$ cat src/rtl/riscv_pkg.sv
// riscv_pkg: shared RISC-V constants, immediate-select encodings and IF fetch FSM states
package riscv_pkg;
  localparam logic [31:0] NOP = 32'h0000_0013;
  localparam logic [2:0] IMM_I = 3'd0;
  localparam logic [2:0] IMM_S = 3'd1;
  localparam logic [2:0] IMM_B = 3'd2;
  localparam logic [2:0] IMM_U = 3'd3;
  localparam logic [2:0] IMM_J = 3'd4;
  localparam logic [2:0] IMM_R = 3'd5;
  localparam logic [6:0] OP_IMM    = 7'b0010011;
  localparam logic [6:0] OP_LOAD   = 7'b0000011;
  localparam logic [6:0] OP_JALR   = 7'b1100111;
  localparam logic [6:0] OP_SYSTEM = 7'b1110011;
  localparam logic [6:0] OP_STORE  = 7'b0100011;
  localparam logic [6:0] OP_BRANCH = 7'b1100011;
  localparam logic [6:0] OP_LUI    = 7'b0110111;
  localparam logic [6:0] OP_AUIPC  = 7'b0010111;
  localparam logic [6:0] OP_JAL    = 7'b1101111;
  localparam logic [6:0] OP_OP     = 7'b0110011;
  typedef enum logic [1:0] {FETCH, HOLD, DROP} if_state_e;
endpackage

$ cat src/rtl/if_predecode.sv
// if_predecode: combinational opcode to immediate-format select; I-format covers all unlisted opcodes
module if_predecode
  import riscv_pkg::*;
(
  input  logic [6:0] opcode,
  output logic [2:0] imm_sel
);
  always_comb
    imm_sel = opcode == OP_STORE  ? IMM_S :
              opcode == OP_BRANCH ? IMM_B :
              (opcode == OP_LUI || opcode == OP_AUIPC) ? IMM_U :
              opcode == OP_JAL    ? IMM_J :
              opcode == OP_OP     ? IMM_R : IMM_I;
endmodule

$ cat src/rtl/if_stage.sv
// if_stage: PC, imem req/ack fetch FSM and IF/ID register.
// Define IF_STAGE_PREDECODE_EN to add the registered if_id_imm_sel output.
module if_stage
  import riscv_pkg::*;
#(
  parameter int XLEN = 32,
  parameter logic [XLEN-1:0] RESET_PC = '0,
  parameter int PC_STEP = 4
) (
  input  logic            clk,
  input  logic            rst,
  output logic            imem_req,
  output logic [XLEN-1:0] imem_addr,
  input  logic            imem_ack,
  input  logic [31:0]     imem_rdata,
  input  logic            stall_i,
  input  logic            flush_i,
  input  logic            redirect_i,
  input  logic [XLEN-1:0] redirect_pc_i,
  output logic            if_id_valid,
  output logic [XLEN-1:0] if_id_pc,
  output logic [XLEN-1:0] if_id_pc4,
  output logic [31:0]     if_id_instr
`ifdef IF_STAGE_PREDECODE_EN
  ,
  output logic [2:0]      if_id_imm_sel
`endif
);
  localparam logic [XLEN-1:0] STEP = XLEN'(PC_STEP);
  if_state_e state, state_n;
  logic [XLEN-1:0] pc_q, pc_n, redir_q, redir_n, hold_pc, ld_pc;
  logic [31:0] hold_instr, ld_instr;
  logic hold_cmd, hold_en, load;
  assign hold_cmd = stall_i | flush_i;
  assign imem_addr = pc_q;
  assign imem_req = !rst && state != HOLD;
  assign ld_pc = state == HOLD ? hold_pc : pc_q;
  assign ld_instr = state == HOLD ? hold_instr : imem_rdata;
  // A request already issued cannot be withdrawn, so a redirect without ack parks in DROP
  always_comb begin
    state_n = state;
    pc_n = pc_q;
    redir_n = redir_q;
    hold_en = 1'b0;
    load = 1'b0;
    case (state)
      FETCH:
        if (redirect_i) begin
          pc_n = imem_ack ? redirect_pc_i : pc_q;
          redir_n = imem_ack ? redir_q : redirect_pc_i;
          state_n = imem_ack ? FETCH : DROP;
        end else if (imem_ack) begin
          pc_n = pc_q + STEP;
          load = !hold_cmd;
          hold_en = hold_cmd;
          state_n = hold_cmd ? HOLD : FETCH;
        end
      DROP:
        if (imem_ack) begin
          pc_n = redirect_i ? redirect_pc_i : redir_q;
          state_n = FETCH;
        end else if (redirect_i) redir_n = redirect_pc_i;
      HOLD:
        if (redirect_i) begin
          pc_n = redirect_pc_i;
          state_n = FETCH;
        end else if (!hold_cmd) begin
          load = 1'b1;
          state_n = FETCH;
        end
      default: state_n = FETCH;
    endcase
  end
  always_ff @(posedge clk or posedge rst)
    if (rst) begin
      state <= FETCH;
      pc_q <= RESET_PC;
      redir_q <= '0;
      hold_pc <= '0;
      hold_instr <= NOP;
    end else begin
      state <= state_n;
      pc_q <= pc_n;
      redir_q <= redir_n;
      if (hold_en) begin
        hold_pc <= pc_q;
        hold_instr <= imem_rdata;
      end
    end
  // Flush beats stall; an unstalled cycle without a load presents a bubble
  always_ff @(posedge clk or posedge rst)
    if (rst) begin
      if_id_valid <= 1'b0;
      if_id_instr <= NOP;
      if_id_pc <= '0;
      if_id_pc4 <= '0;
    end else if (flush_i) begin
      if_id_valid <= 1'b0;
      if_id_instr <= NOP;
    end else if (!stall_i) begin
      if_id_valid <= load;
      if (load) begin
        if_id_pc <= ld_pc;
        if_id_pc4 <= ld_pc + STEP;
        if_id_instr <= ld_instr;
      end
    end
`ifdef IF_STAGE_PREDECODE_EN
  logic [2:0] ld_imm;
  if_predecode u_predecode (.opcode(ld_instr[6:0]), .imm_sel(ld_imm));
  always_ff @(posedge clk or posedge rst)
    if (rst) if_id_imm_sel <= IMM_I;
    else if (flush_i) if_id_imm_sel <= IMM_I;
    else if (load) if_id_imm_sel <= ld_imm;
`endif
endmodule

$ cat config.mk
export PLATFORM = sky130hd
export DESIGN_NAME = if_stage
export DESIGN_NICKNAME = d
export VERILOG_FILES = /design/src/rtl/riscv_pkg.sv /design/src/rtl/if_predecode.sv /design/src/rtl/if_stage.sv
export SDC_FILE = /design/constraint.sdc
export NUM_CORES = 1
export LEC_CHECK = 0
export ABC_AREA = 0
export CELL_PAD_IN_SITES_DETAIL_PLACEMENT = 2
export CELL_PAD_IN_SITES_GLOBAL_PLACEMENT = 2
export CORE_MARGIN = 2
export CORE_UTILIZATION = 34
export DETAILED_ROUTE_END_ITERATION = 10
export HOLD_SLACK_MARGIN = 0.08
export PLACE_DENSITY = 0.82
export SYNTH_ARGS = -nofsm -noshare
export SYNTH_HDL_FRONTEND = slang
export SYNTH_SLANG_ARGS = --single-unit
$ cat constraint.sdc
create_clock -name clk -period 10.6 [get_ports clk]
set_input_delay 2.12 -clock clk [delete_from_list [all_inputs] [get_ports clk]]
set_output_delay 2.12 -clock clk [all_outputs]
set_load 0.02 [all_outputs]
==> results.md, run 1 <==
Outcome:
- The flow ran to the end, and the final reports show no timing, DRC or antenna violations.

Worst setup path:
- Data on the critical path arrives at its endpoint at 3.38 ns.
- STA classifies the critical path startpoint as a primary input.
- The critical path's largest stage delay is 0.61 ns.
- Among cell families on the critical path, the largest total delay comes from buffers and inverters.
- The count of buffer and inverter cells on the critical path is 2.
- The cell occurring most often along the worst timing path is clkdlybuf4s50_1.
- The critical path runs through a total of 3 cells.
- Walking the worst path, the cells encountered are clkdlybuf4s50_1 -> nor2_1 -> clkdlybuf4s50_1.
- Data on the critical path is required at its endpoint by between 8 and 9 ns.
- The worst reg-to-reg setup slack is 6.06 ns.
- The cell type of the slowest stage on the worst timing path is clkdlybuf4s50_1.
- The top fanout value on the critical path is 2.
- The setup path with the least slack is of type primary input to output pin.
- The logic depth of the worst register-to-register path is 9.
- The kind of end point of the critical path is an output pin.

GRT:
- For this run, the total global-route usage over all layers was measured as 22.7%.
- Entering global routing, the biggest net connects 120 pins.
- The total congestion overflow after global routing is 0.
- The first global-routing pass estimated 64.4 mm of wire.
- The number of antenna violations at the first check in global routing is 2.
- The number of global-route vias before repair is 11,000.

Flow run:
- Max-cap violations in this run came to 0.

Clock tree:
- The number of clock sinks is between 200 and 250.
- The number of hold-repair buffers added at the cts stage is 0.
- CTS placed an instance of clkbuf_16 at the clock tree root.
- The source-to-sink clock delay at the later pin of the worst-skew pair is 0.54 ns.
- The count of instances resized after the clock tree is built is 0.
- The total clock buffers created by CTS is 27.
- The CTS tree is done.
- The H-tree depth is 1.
- Post-CTS timing repair inserted 0 buffers for setup.
- After clock tree synthesis, the clock-pin slew on the worst setup and hold paths is 0.06 ns.
- The number of buffers on the longest clock path is 3.

Drt:
- The total number of vias is 9,806.
- The first detailed-routing pass took 5 iterations.
- Summed over all layers, the routed wires come to 40.8 mm.
- For this block, the initial DRC count from the detailed router was 507.
- The detail route stage leaves a number of antenna-violating nets equal to 0.
- Dividing the detail-routed via count by the number of cells gives 5.66.
- Dividing the detail-routed wire length by the instance count gives 23.6 microns.
- In the routed design, unresolved DRC markers number 0.

Logic synthesis:
- The number of synthesized register bits is 225.
- The post-synthesis net count is 1,195.
- The top cell type by area accounts for 47.0% of the synthesized area.
- In the post-synthesis netlist, the biggest area contributors are dfrtp_1 47%, mux2_2 9.7%, mux2i_1 6.2%.
- The post-synthesis sequential area ratio is roughly 48%.
- By area, the combinational part of the netlist is dominated by compound AO/OA/AOI/OAI gates.
- The average cell area after synthesis is 10.4 sq um.
- Of all flip-flops after synthesis, the portion carrying an async set or reset was 100%.
- The synthesized netlist devotes less than 1% of its cell area to adder and majority cells.
- For this run, the leading register cell type out of synthesis is dfrtp_1.
- The synthesized netlist devotes 16.1% of its cell area to compound gates.
- The distinct cell type count after synthesis is 72.
- The mux share of post-synthesis cell area is 15.8%.
- The post-synthesis instance total is approximately 1,100.
- The simple-gate portion of the synthesized area is 13.2%.
- Summed over all instances, the cell type with the most area after synthesis is dfrtp_1.
- Summing every instance area after synthesis gives 11,700 sq um.
- The number of flops mapped to enable cells by yosys is 0.
- Yosys printed 0 warnings.
- The synthesized-area fraction occupied by xor and xnor cells is 1.58%.

Timing:
- For the final routed database, the setup TNS stands at 0 ns.
- The final count of pins violating max slew is 0.
- The clock period minus final worst setup slack is 5.50 ns.
- Setup violations remaining at the end of the flow were counted as 0.
- Headroom to the max-slew limit came out at 25.7%.
- The worst slack on hold paths is 0.479 ns.
- The count of endpoints failing hold in the final timing report was 0.
- The maximum clock frequency is 182 MHz.
- For the final database, setup skew stands at 0.0191 ns.
- Setup repair after global routing left no endpoint under its margin.
- The portion of the clock cycle consumed by the worst path in the final layout is 51.9%.
- The slew at the pin closest to its max-slew limit is 1.11 ns.

Placement:
- Detailed placement finished with a half-perimeter wire length of approximately 28 mm.
- The count of buffers from port buffering is approximately 200.
- The weighted congestion reported at the end of routability-driven placement is 0.799.

Cells and area:
- The number of filler instances in the final layout is about 3,400.
- At the end of the flow the core is filled with cells to 43.9%.
- The synthesis-to-finish area growth is 26.6%.
- The final-stage net count is 1,343.
- Of the cells placed in the final design, the portion with a size suffix greater than 1 is between 10% and 20%.

Floorplan:
- For this configuration, the core starts out at a cell density of 34.7%.
- During I/O placement, the number of pins put on the boundary was 200.
- The die covers 35,800 sq um.
- The die is 189 microns tall.
- The die outline width is 189 microns.
- The total area inside the core boundary comes to 33,600 sq um.
- The total number of placement rows is 67.

Power and ir drop:
- The power density normalized to cell area is 279 nW/um^2.
- The leakage power total is 5.89 nW.
- Across the VDD grid, the largest voltage drop is 153 uV.

Min path:
- Counting instances, the worst hold path has a depth of 2.
- The worst hold-check path type is flop to flop.
per-stage QoR:
stage               cells  power (mW)  setup slack, ns  cell area (sq um)
floorplan            1119        2.44             2.33              11700
global placement     1686        3.11             5.10              13900
detailed placement   1686        3.22             5.10              13900
CTS                  1731        4.16             5.09              14800
global route         1732        4.37             5.05              14800
finish               1732        4.13             5.10              14800
area by class of cell:
class                   count  area [sq um]  area share, %
flip-flops and latches    225          5640           38.2
multi-input cells         783          5550           37.6
repair buffers            215          2110           14.3
clock buffers              39           791           5.35
well taps                 448           561           3.80
inverters                  15          63.8          0.432
clock inverters             6          57.6          0.390
diodes                      1          2.50         0.0169
metal layers:
| metal | part of all wire, % | global-route usage [%] |
|---|---|---|
| met5 | 0.039 | 0 |
| met4 | 2.8 | 6.67 |
| met3 | 3.5 | 2.59 |
| met2 | 49 | 39.4 |
| met1 | 45 | 29.9 |
cell families (layout without fill, tap and decap cells):
logic type,count (synthesis),in the layout
and+or+nand+nor,314,314
AOI/OAI and AO/OA,270,270
DFF,225,225
muxes,172,172
buffers and inverters,111,275
xor gates and xnor gates,21,21
adders and majority gates,6,6
other,0,1
power breakdown:
group | leakage [nW] | switching, mW | internal [mW]
clock | 0.419 | 0.368 | 0.535
combinational | 2.68 | 0.894 | 0.741
sequential | 2.80 | 0.393 | 1.20
final timing paths:
check                                   startpoint                    endpoint
max                                            rst                    imem_req
max reg2reg                   state[1]$_DFFE_PP0P_   if_id_pc4[24]$_DFFE_PP0P_
min in group asynchronous                      rst  hold_instr[23]$_DFFE_PP0P_
min reg2reg                if_id_pc[3]$_DFFE_PP0P_     if_id_pc[3]$_DFFE_PP0P_
max in group asynchronous                      rst  hold_instr[29]$_DFFE_PP0P_
min                        if_id_pc[3]$_DFFE_PP0P_     if_id_pc[3]$_DFFE_PP0P_
cell usage in the layout, fill, tap and decap left out, drive strengths merged, types with 7 or more instances in the layout:
| cell | synthesis | layout |
|---|---|---|
| clkbuf | 57 | 39 |
| xor2 | 13 | 13 |
| a211oi | 37 | 37 |
| buf | 39 | 17 |
| nor2 | 65 | 65 |
| inv | 14 | 14 |
| nand4 | 22 | 22 |
| mux2 | 100 | 100 |
| nor4 | 11 | 11 |
| o31ai | 21 | 21 |
| dfrtp | 219 | 219 |
| a21oi | 34 | 34 |
| o21ai | 69 | 69 |
| or3 | 9 | 9 |
| o211ai | 7 | 7 |
| and3 | 7 | 7 |
| a22o | 10 | 10 |
| nand3b | 7 | 7 |
| clkdlybuf4s50 | 0 | 198 |
| a22oi | 15 | 15 |
| nor3 | 18 | 18 |
| mux2i | 72 | 72 |
| a221oi | 14 | 14 |
| nand3 | 25 | 25 |
| nand2 | 117 | 117 |
| xnor2 | 8 | 8 |
| a31oi | 7 | 7 |
sequential cells by signal, summed over array words and instances (netlist names):
name / cells
redir_q: 32
hold_pc: 32
state: 2
imem_addr: 32
if_id_instr: 32
if_id_pc4: 30
if_id_valid: 1
hold_instr: 32
if_id_pc: 32
synthesized netlist by cell type, types with 8 or more instances:
cell and number:
a211oi_1 36, a21oi_1 33, a221oi_1 14, a22o_1 10
a22oi_1 14, buf_2 21, buf_4 8, clkbuf_1 55
dfrtp_1 219, inv_1 14, mux2_2 100, mux2i_1 72
nand2_1 117, nand3_1 25, nand4_1 20, nor2_1 65
nor3_1 18, nor4_1 11, o21ai_0 69, o31ai_1 21
or3_1 9, xnor2_1 8, xor2_1 13
worst register-to-register path: cells and delay by family, from the launching register on:
kind,cells,cell delay [ns]
AND/OR/NAND/NOR,2,0.78
flip-flops,1,0.45
buffers and inverters,3,1.49
adder cells (fa/ha/maj),1,0.38
AO/OA/AOI/OAI,3,1.34
(Power assumes the default switching activity.)
==> run 2: changes to the inputs <==
--- a/config.mk
+++ b/config.mk
@@ -9,10 +9,10 @@
 export CELL_PAD_IN_SITES_DETAIL_PLACEMENT = 2
 export CELL_PAD_IN_SITES_GLOBAL_PLACEMENT = 2
 export CORE_MARGIN = 2
-export CORE_UTILIZATION = 34
+export CORE_UTILIZATION = 31
 export DETAILED_ROUTE_END_ITERATION = 10
 export HOLD_SLACK_MARGIN = 0.08
-export PLACE_DENSITY = 0.82
+export PLACE_DENSITY = 0.79
 export SYNTH_ARGS = -nofsm -noshare
 export SYNTH_HDL_FRONTEND = slang
 export SYNTH_SLANG_ARGS = --single-unit
==> constraint.sdc (replaced) <==
create_clock -name clk -period 4.4 [get_ports clk]
set_input_delay 0.88 -clock clk [delete_from_list [all_inputs] [get_ports clk]]
set_output_delay 0.88 -clock clk [all_outputs]
set_load 0.02 [all_outputs]
==> results.md, run 2 (synthesis gave the netlist of run 1 again) <==
Placement:
- The half-perimeter wire length after placement is 29.3 mm (+6.0%).
- The post-placement cell count came to 1,762 (+4.5%).
- The count of buffers from port buffering is 199 (unchanged).
- The weighted congestion reported at the end of routability-driven placement is 0.787 (-1.5%).

Power and ir drop:
- The leakage power total is 6.04 nW (+2.4%).
- The design internal power is 6.19 mW (+150%).
- The highest ir drop seen on vdd came to 247 uV (+61%).
- The power share of the sequential group was 37.3% (-1.2 points).
- The switching fraction of total power is 39.9% (-0.25 points).
- The power density normalized to cell area is 681 nW/um^2 (+140%).
- The net switching component of the power is 4.11 mW (+150%).
- The total design power came to 10.3 mW (+150%).
- The portion of total power attributed to the clock network is 24.0% (+2.1 points).
- The part of the power in combinational logic came to 38.7% (-0.9 points).

Timing:
- The slew at the pin closest to its max-slew limit is 0.991 ns (-0.124 ns).
- Setup repair after global routing left no endpoint under its margin.
- The final count of pins violating max slew is 0 (unchanged).
- The worst slew slack as a fraction of its limit is 33.8% (+8.1 points).
- The count of endpoints failing hold in the final timing report is 0 (unchanged).
- The clock period could shrink to about 3.4 ns.
- The worst path uses 77.0% of the clock period.
- The final worst clock skew is 0.0145 ns (-0.00462 ns).
- The maximum clock frequency is 295 MHz.
- The final setup violation count is 0 (unchanged).
- The final setup TNS came to 0 ns (unchanged).

Outcome:
- The run finished with clean final reports.

Cells and area:
- The multi-input logic area was 5550 sq um (unchanged).
- Leaving out fill and tap cells, the most frequent cell in the layout is dfrtp_1.
- The number of filler instances in the final layout is 3,915 (+14%).
- The final-stage net count is 1,357 (+1.0%).
- The post-route non-filler standard cell count is 1,815 (+4.8%).
- The sequential cell area is 5640 sq um (unchanged).
- In the layout the commonest cells are 219 x dfrtp_1, 198 x clkdlybuf4s50_1, 117 x nand2_1, 100 x mux2_2, 72 x mux2i_1.
- Compared with the post-synthesis result, the final layout area differs by 29.7%.
- The share of cells above drive strength 1 is 15.3% (+1.6 points).

Clock tree:
- The count of instances resized after the clock tree is built is 0 (unchanged).
- The source-to-sink clock delay at the later pin of the worst-skew pair is 0.54 ns (about the same).
- The number of hold-repair buffers added at the cts stage was 0 (unchanged).
- The tree is rooted in a clkbuf_16.
- The total clock buffers created by CTS is 28 (+3.7%).
- The number of buffers on the longest clock path is 3 (unchanged).
- The H-tree depth is 1 (unchanged).
- The clock slew seen by the registers of the worst setup and hold paths was 0.06 ns (about the same).
- The number of clock sinks was 225 (unchanged).
- The number of setup buffers added after CTS is 0 (unchanged).
- TritonCTS built the clock tree.

Drt:
- The routed length on met3 is 1.43 mm (-0.28%).
- The DRC violation total after the first TritonRoute iteration is 469 (-7.5%).
- The detailed-route wire length on metal 1 is 18.8 mm (+3.6%).
- The residual antenna-violating net count after detailed routing is 0 (unchanged).
- The average vias per placed instance was 5.43 (-4.1%).
- The detailed-route DRC error count is 0 (unchanged).
- The met2 wire length is 20.5 mm (+2.5%).
- The top routing layer in use is met4.
- The routed wire length per instance came to 22.9 microns (-2.8%).
- The wire length reported by the detailed router came to 41.6 mm (+1.9%).
- The total number of vias was 9,858 (+0.53%).
- The length of the first detailed-routing pass in iterations was 5 (unchanged).

Min path:
- The worst hold path terminates at if_id_pc4[15]$_DFFE_PP0P_.
- The count of cells along the worst hold path is 2 (unchanged).
- The startpoint identified for the worst hold timing path is if_id_pc4[15]$_DFFE_PP0P_.
- The path class of the tightest hold or removal check is flop to flop.

GRT:
- The total congestion overflow after global routing is 0 (unchanged).
- The number of antenna violations at the first check in global routing is 1 (-1).
- The number of global-route vias before repair is 10,700 (-2.3%).
- The wire length of the first global-routing pass is 65.2 mm (+1.1%).
- The largest net degree at the start of global routing was 75 (-38%).
- The overall track demand over capacity in global routing was 21.3% (-1.5 points).

Floorplan:
- The total I/O pin count came to 200 (unchanged).
- The die outline width was 198 microns (+4.6%).
- The total number of placement rows is 71 (+6.0%).
- The area enclosed by the die boundary is 39,200 sq um (+9.5%).
- The core outline area is 37,400 sq um (+11%).
- The initial cell density of the core is 31.2% (-3.5 points).
- The die boundary height is 198 microns (+4.6%).

Worst setup path:
- The startpoint of the worst-slack reg-to-reg timing path is state[1]$_DFFE_PP0P_.
- In this design, the largest share of critical-path delay is due to buffers and inverters.
- The cell type of the slowest stage on the worst timing path is ha_4.
- The logic depth of the worst register-to-register path is 9 (unchanged).
- The count of buffer and inverter cells on the critical path came to 4 (+2).
- Traced cell by cell, the critical path runs through inv_1 -> ha_4 -> buf_4 -> a21oi_1 -> buf_4 -> or2_4 -> buf_4 -> a22oi_1 -> nand3_1.
- The critical path's largest stage delay is 0.63 ns (+0.02 ns).
- The worst register-to-register path ends at if_id_pc4[29]$_DFFE_PP0P_.
- The worst reg-to-reg setup slack is 1.01 ns (-5.05 ns).
- The setup path with the least slack is of type flop to flop.
- The data required time at the worst endpoint is 4.82 ns (-3.66 ns).
- STA classifies the critical path endpoint as a flop.
- The arrival time at the worst endpoint was 3.81 ns (+0.43 ns).
- The startpoint kind of the worst setup timing path is a flop.
- The cell occurring most often along the worst timing path is buf_4.
- The top fanout value on the critical path was 74 (+72).

Flow run:
- The total of max-cap violations is 0 (unchanged).
run 2: changes by cell type in the layout (fill, tap and decap cells not counted):
cell / before / now
bufinv_16: 1 / 4
buf_12: 0 / 4
buf_4: 16 / 25
clkinvlp_4: 1 / 3
clkinv_4: 0 / 2
clkbuf_1: 5 / 2
clkinv_2: 4 / 9
clkbuf_16: 27 / 29
inv_8: 1 / 0
clkbuf_8: 7 / 4
run 2: layer usage:
layer | track usage [%] | vias to the layer above
li1 | - | 4447
met1 | 29.0 | 5176
met2 | 36.4 | 192
met3 | 2.16 | 43
met4 | 5.04 | 0
met5 | 0 | -
run 2: final cells by class:
type	count	area share (%)
well taps	511	4.23
clock inverters	17	1.31
inverters	15	0.397
flip-flops and latches	225	37.3
diodes	1	0.0165
multi-input cells	783	36.7
repair buffers	228	14.9
clock buffers	35	5.21
run 2: through the flow:
step	area, sq um	util, %	setup WS [ns]	hold slack, ns
final	15100	40.5	1.01	0.484
after detailed placement	14100	37.8	1.01	0.475
after global placement	14100	37.8	1.12	0.464
after global routing	15100	40.5	0.790	0.508
after floorplan	11700	-	0.587	0.449
after CTS	15100	40.4	0.980	0.488
run 2: worst max path at each step:
| stage | slack (ns) | depth (start not counted) | endpoint | from |
|---|---|---|---|---|
| floorplan | 0.59 | 1 | hold_instr[10]$_DFFE_PP0P_ | rst |
| global placement | 1.12 | 9 | if_id_pc4[29]$_DFFE_PP0P_ | state[1]$_DFFE_PP0P_ |
| detailed placement | 1.01 | 7 | if_id_pc4[30]$_DFFE_PP0P_ | state[1]$_DFFE_PP0P_ |
| CTS | 0.98 | 4 | imem_req | state[1]$_DFFE_PP0P_ |
| global route | 0.79 | 9 | if_id_pc4[29]$_DFFE_PP0P_ | state[1]$_DFFE_PP0P_ |
| finish | 1.01 | 9 | if_id_pc4[29]$_DFFE_PP0P_ | state[1]$_DFFE_PP0P_ |
run 2: tightest hold or removal path: cells and delay by family (launching register included):
kind / cells / cell delay [ns]
AO/OA/AOI/OAI: 1 / 0.06
flip-flops: 1 / 0.34
AND/OR/NAND/NOR: 1 / 0.05
run 2: power groups by stage:
stage	logic [mW]	clock network (mW)	registers, mW
finish	3.98	2.47	3.84
global route	4.31	2.61	3.97
CTS	4.02	2.52	3.84
detailed placement	3.98	0	3.87
global placement	3.81	0	3.79
floorplan	1.96	0	3.91
==> run 3: changes to the inputs <==
--- a/config.mk
+++ b/config.mk
@@ -9,10 +9,10 @@
 export CELL_PAD_IN_SITES_DETAIL_PLACEMENT = 2
 export CELL_PAD_IN_SITES_GLOBAL_PLACEMENT = 2
 export CORE_MARGIN = 2
-export CORE_UTILIZATION = 31
+export CORE_UTILIZATION = 34
 export DETAILED_ROUTE_END_ITERATION = 10
 export HOLD_SLACK_MARGIN = 0.08
-export PLACE_DENSITY = 0.79
+export PLACE_DENSITY = 0.82
 export SYNTH_ARGS = -nofsm -noshare
 export SYNTH_HDL_FRONTEND = slang
 export SYNTH_SLANG_ARGS = --single-unit
==> constraint.sdc (replaced) <==
create_clock -name clk -period 3.4 [get_ports clk]
set_input_delay 0.68 -clock clk [delete_from_list [all_inputs] [get_ports clk]]
set_output_delay 0.68 -clock clk [all_outputs]
set_load 0.02 [all_outputs]
==> results.md, run 3 (synthesis gave the netlist of run 1 again) <==
Power and ir drop:
- The power density normalized to cell area was 882 nW/um^2 (+30%).
- The leakage power total was 6.06 nW (+0.41%).
- The highest ir drop seen on vdd came to 418 uV (+69%).
- The total design power is 13.3 mW (+29%).
- The power share of the sequential group was 37.9% (+0.6 points).
- The design internal power is 7.86 mW (+27%).
- The switching fraction of total power is 40.8% (+0.94 points).
- The part of the power in combinational logic came to 40.0% (+1.3 points).
- The net switching component of the power came to 5.42 mW (+32%).
- The portion of total power attributed to the clock network was 22.1% (-1.9 points).

Timing:
- The maximum clock frequency is between 300 and 400 MHz.
- The worst slew slack as a fraction of its limit is 42.5% (+8.7 points).
- Setup repair after global routing left no endpoint under its margin.
- The final count of pins violating max slew is 0 (unchanged).
- Counting I/O delays and the setup requirement, the final critical path takes 3.31 ns.
- The count of endpoints failing hold in the final timing report is 0 (unchanged).
- The final setup TNS was 0 ns (unchanged).
- The slew at the pin closest to its max-slew limit is 0.863 ns (-0.128 ns).
- The final worst clock skew is 0.0273 ns (+0.0128 ns).
- The final critical path takes up 97.4% of the cycle.
- The final setup violation count is 0 (unchanged).

Clock tree:
- The number of setup buffers added after CTS is 0 (unchanged).
- The source-to-sink clock delay at the later pin of the worst-skew pair was 0.55 ns (about the same).
- The number of hold-repair buffers added at the cts stage is 0 (unchanged).
- The total clock buffers created by CTS is 27 (-3.6%).
- The count of instances resized after the clock tree is built came to 0 (unchanged).
- The H-tree depth is 1 (unchanged).
- The buffer type at the clock tree root is clkbuf_16.
- The number of clock sinks is 225 (unchanged).
- The number of buffers on the longest clock path was 3 (unchanged).
- The clock slew seen by the registers of the worst setup and hold paths was 0.06 ns (about the same).
- The CTS tree is done.

Floorplan:
- The die outline width is 189 microns (-4.4%).
- The area enclosed by the die boundary is 35,800 sq um (-8.6%).
- The total I/O pin count was 200 (unchanged).
- The initial cell density of the core is 34.7% (+3.5 points).
- The core outline area is 33,600 sq um (-10%).
- The total number of placement rows is 67 (-5.6%).
- The die boundary height was 189 microns (-4.4%).

Worst setup path:
- The cell family contributing the most delay on the critical path is buffers and inverters.
- The cell count along the critical path is 5 (-4).
- The logic depth of the worst register-to-register path is 8 (-1).
- The worst setup path category is flop to output pin.
- The worst reg-to-reg setup slack came to 0.31 ns (-0.70 ns).
- The timing startpoint of the critical path is state[1]$_DFFE_PP0P_.
- The count of buffer and inverter cells on the critical path was 3 (-1).
- The arrival time at the worst endpoint is 2.63 ns (-1.18 ns).
- The data required time at the worst endpoint is 2.72 ns (-2.10 ns).
- The critical path's largest stage delay is 0.56 ns (-0.07 ns).
- For this design, the slowest cell found on the critical path is clkdlybuf4s50_1.
- The worst setup path is captured at an output pin.
- The end point of the critical path is imem_req.
- The worst reg2reg path endpoint is if_id_pc4[28]$_DFFE_PP0P_.
- The startpoint kind of the worst setup timing path is a flop.
- The startpoint of the worst-slack reg-to-reg timing path is state[1]$_DFFE_PP0P_.
- The top fanout value on the critical path was 24 (-68%).
- The signal on the critical path passes through inv_1 -> ha_4 -> buf_4 -> nor2_1 -> clkdlybuf4s50_1.

Cells and area:
- The final-stage net count is 1,366 (+0.66%).
- The share of cells above drive strength 1 is 15.8% (+0.53 points).
- Leaving out fill and tap cells, the most frequent cells in the layout are 219 x dfrtp_1, 198 x clkdlybuf4s50_1, 117 x nand2_1, 100 x mux2_2, 72 x mux2i_1.
- The end-of-flow core utilization is 44.8% (+4.3 points).
- The most frequent standard cell in the layout excluding fill and tap cells is dfrtp_1.
- From synthesis to final layout, the design area changed by 29.1%.

Outcome:
- The flow ran to the end, and the final reports show no timing, DRC or antenna violations.

GRT:
- The number of antenna violations at the first check in global routing came to 2 (+1).
- The largest net degree at the start of global routing was 90 (+20%).
- The total congestion overflow after global routing is 0 (unchanged).
- The overall track demand over capacity in global routing is 24.4% (+3.2 points).
- The number of global-route vias before repair is 11,200 (+4.1%).
- The wire length of the first global-routing pass was 69.1 mm (+6.1%).

Placement:
- The half-perimeter wire length after placement is 29.6 mm (+0.76%).
- The weighted congestion reported at the end of routability-driven placement was 0.818 (+4.0%).
- The count of buffers from port buffering is 199 (unchanged).

Drt:
- The length of the first detailed-routing pass in iterations is 5 (unchanged).
- The average vias per placed instance is 5.67 (+4.3%).
- The total number of vias is 9,969 (+1.1%).
- The DRC violation total after the first TritonRoute iteration was 590 (+26%).
- The residual antenna-violating net count after detailed routing is 0 (unchanged).
- The routed wire length per instance is 24.8 microns (+8.2%).
- The wire length reported by the detailed router came to 43.6 mm (+4.9%).
- The detailed-route DRC error count came to 0 (unchanged).

Min path:
- The tightest min-delay check is of the flop to flop type.

Flow run:
- The total of max-cap violations came to 0 (unchanged).
run 3: metal layers:
| layer | GRT usage [%] | vias to the layer above | routed length, microns |
|---|---|---|---|
| met3 | 2.61 | 75 | 1720 |
| li1 | - | 4476 | - |
| met5 | 0 | - | 12 |
| met1 | 33.0 | 5159 | 19300 |
| met4 | 7.48 | 2 | 1180 |
| met2 | 41.3 | 257 | 21400 |
run 3: worst min path at each step:
stage	startpoint	cells past startpoint	end	slack, ns
finish	if_id_pc4[2]$_DFFE_PP0P_	2	if_id_pc4[2]$_DFFE_PP0P_	0.48
global route	if_id_pc4[2]$_DFFE_PP0P_	2	if_id_pc4[2]$_DFFE_PP0P_	0.50
CTS	if_id_pc4[2]$_DFFE_PP0P_	2	if_id_pc4[2]$_DFFE_PP0P_	0.48
detailed placement	if_id_pc4[2]$_DFFE_PP0P_	2	if_id_pc4[2]$_DFFE_PP0P_	0.47
global placement	if_id_pc[10]$_DFFE_PP0P_	2	if_id_pc[10]$_DFFE_PP0P_	0.46
floorplan	redir_q[12]$_DFFE_PP0P_	2	redir_q[12]$_DFFE_PP0P_	0.45
run 3: final cells by class:
class,count,area (sq um)
fillers,3425,18600
flip-flops and latches,225,5640
multi-input cells,783,5550
repair buffers,238,2350
clock buffers,34,762
well taps,448,561
clock inverters,15,129
inverters,15,60.1
diodes,1,2.50
run 3: worst reg2reg max path, stage by stage (launching register included):
cell and delay, ns:
dfrtp_1 0.45, inv_1 0.15, ha_4 0.32, buf_4 0.35
nand3_1 0.19, a22oi_2 0.44, nand4_2 0.42, o31a_1 0.41
o31ai_1 0.26
run 3: power by group through the flow:
stage	Sequential (mW)	Combinational (mW)	Clock [mW]
detailed placement	5.01	5.23	0
CTS	5.02	5.35	3.00
finish	5.04	5.31	2.94
global placement	4.91	4.98	0
global route	5.18	5.71	3.11
floorplan	5.06	2.54	0
run 3: per-stage QoR:
stage	cell area (sq um)	hold WS [ns]	setup slack (ns)	std cells
2_1_floorplan	11700	0.449	-0.213	1119
5_1_grt	15100	0.499	0.0312	1759
3_5_place_dp	14200	0.469	0.370	1709
3_3_place_gp	14200	0.463	0.492	1709
6_report	15100	0.478	0.0887	1759
4_1_cts	15100	0.484	0.102	1758
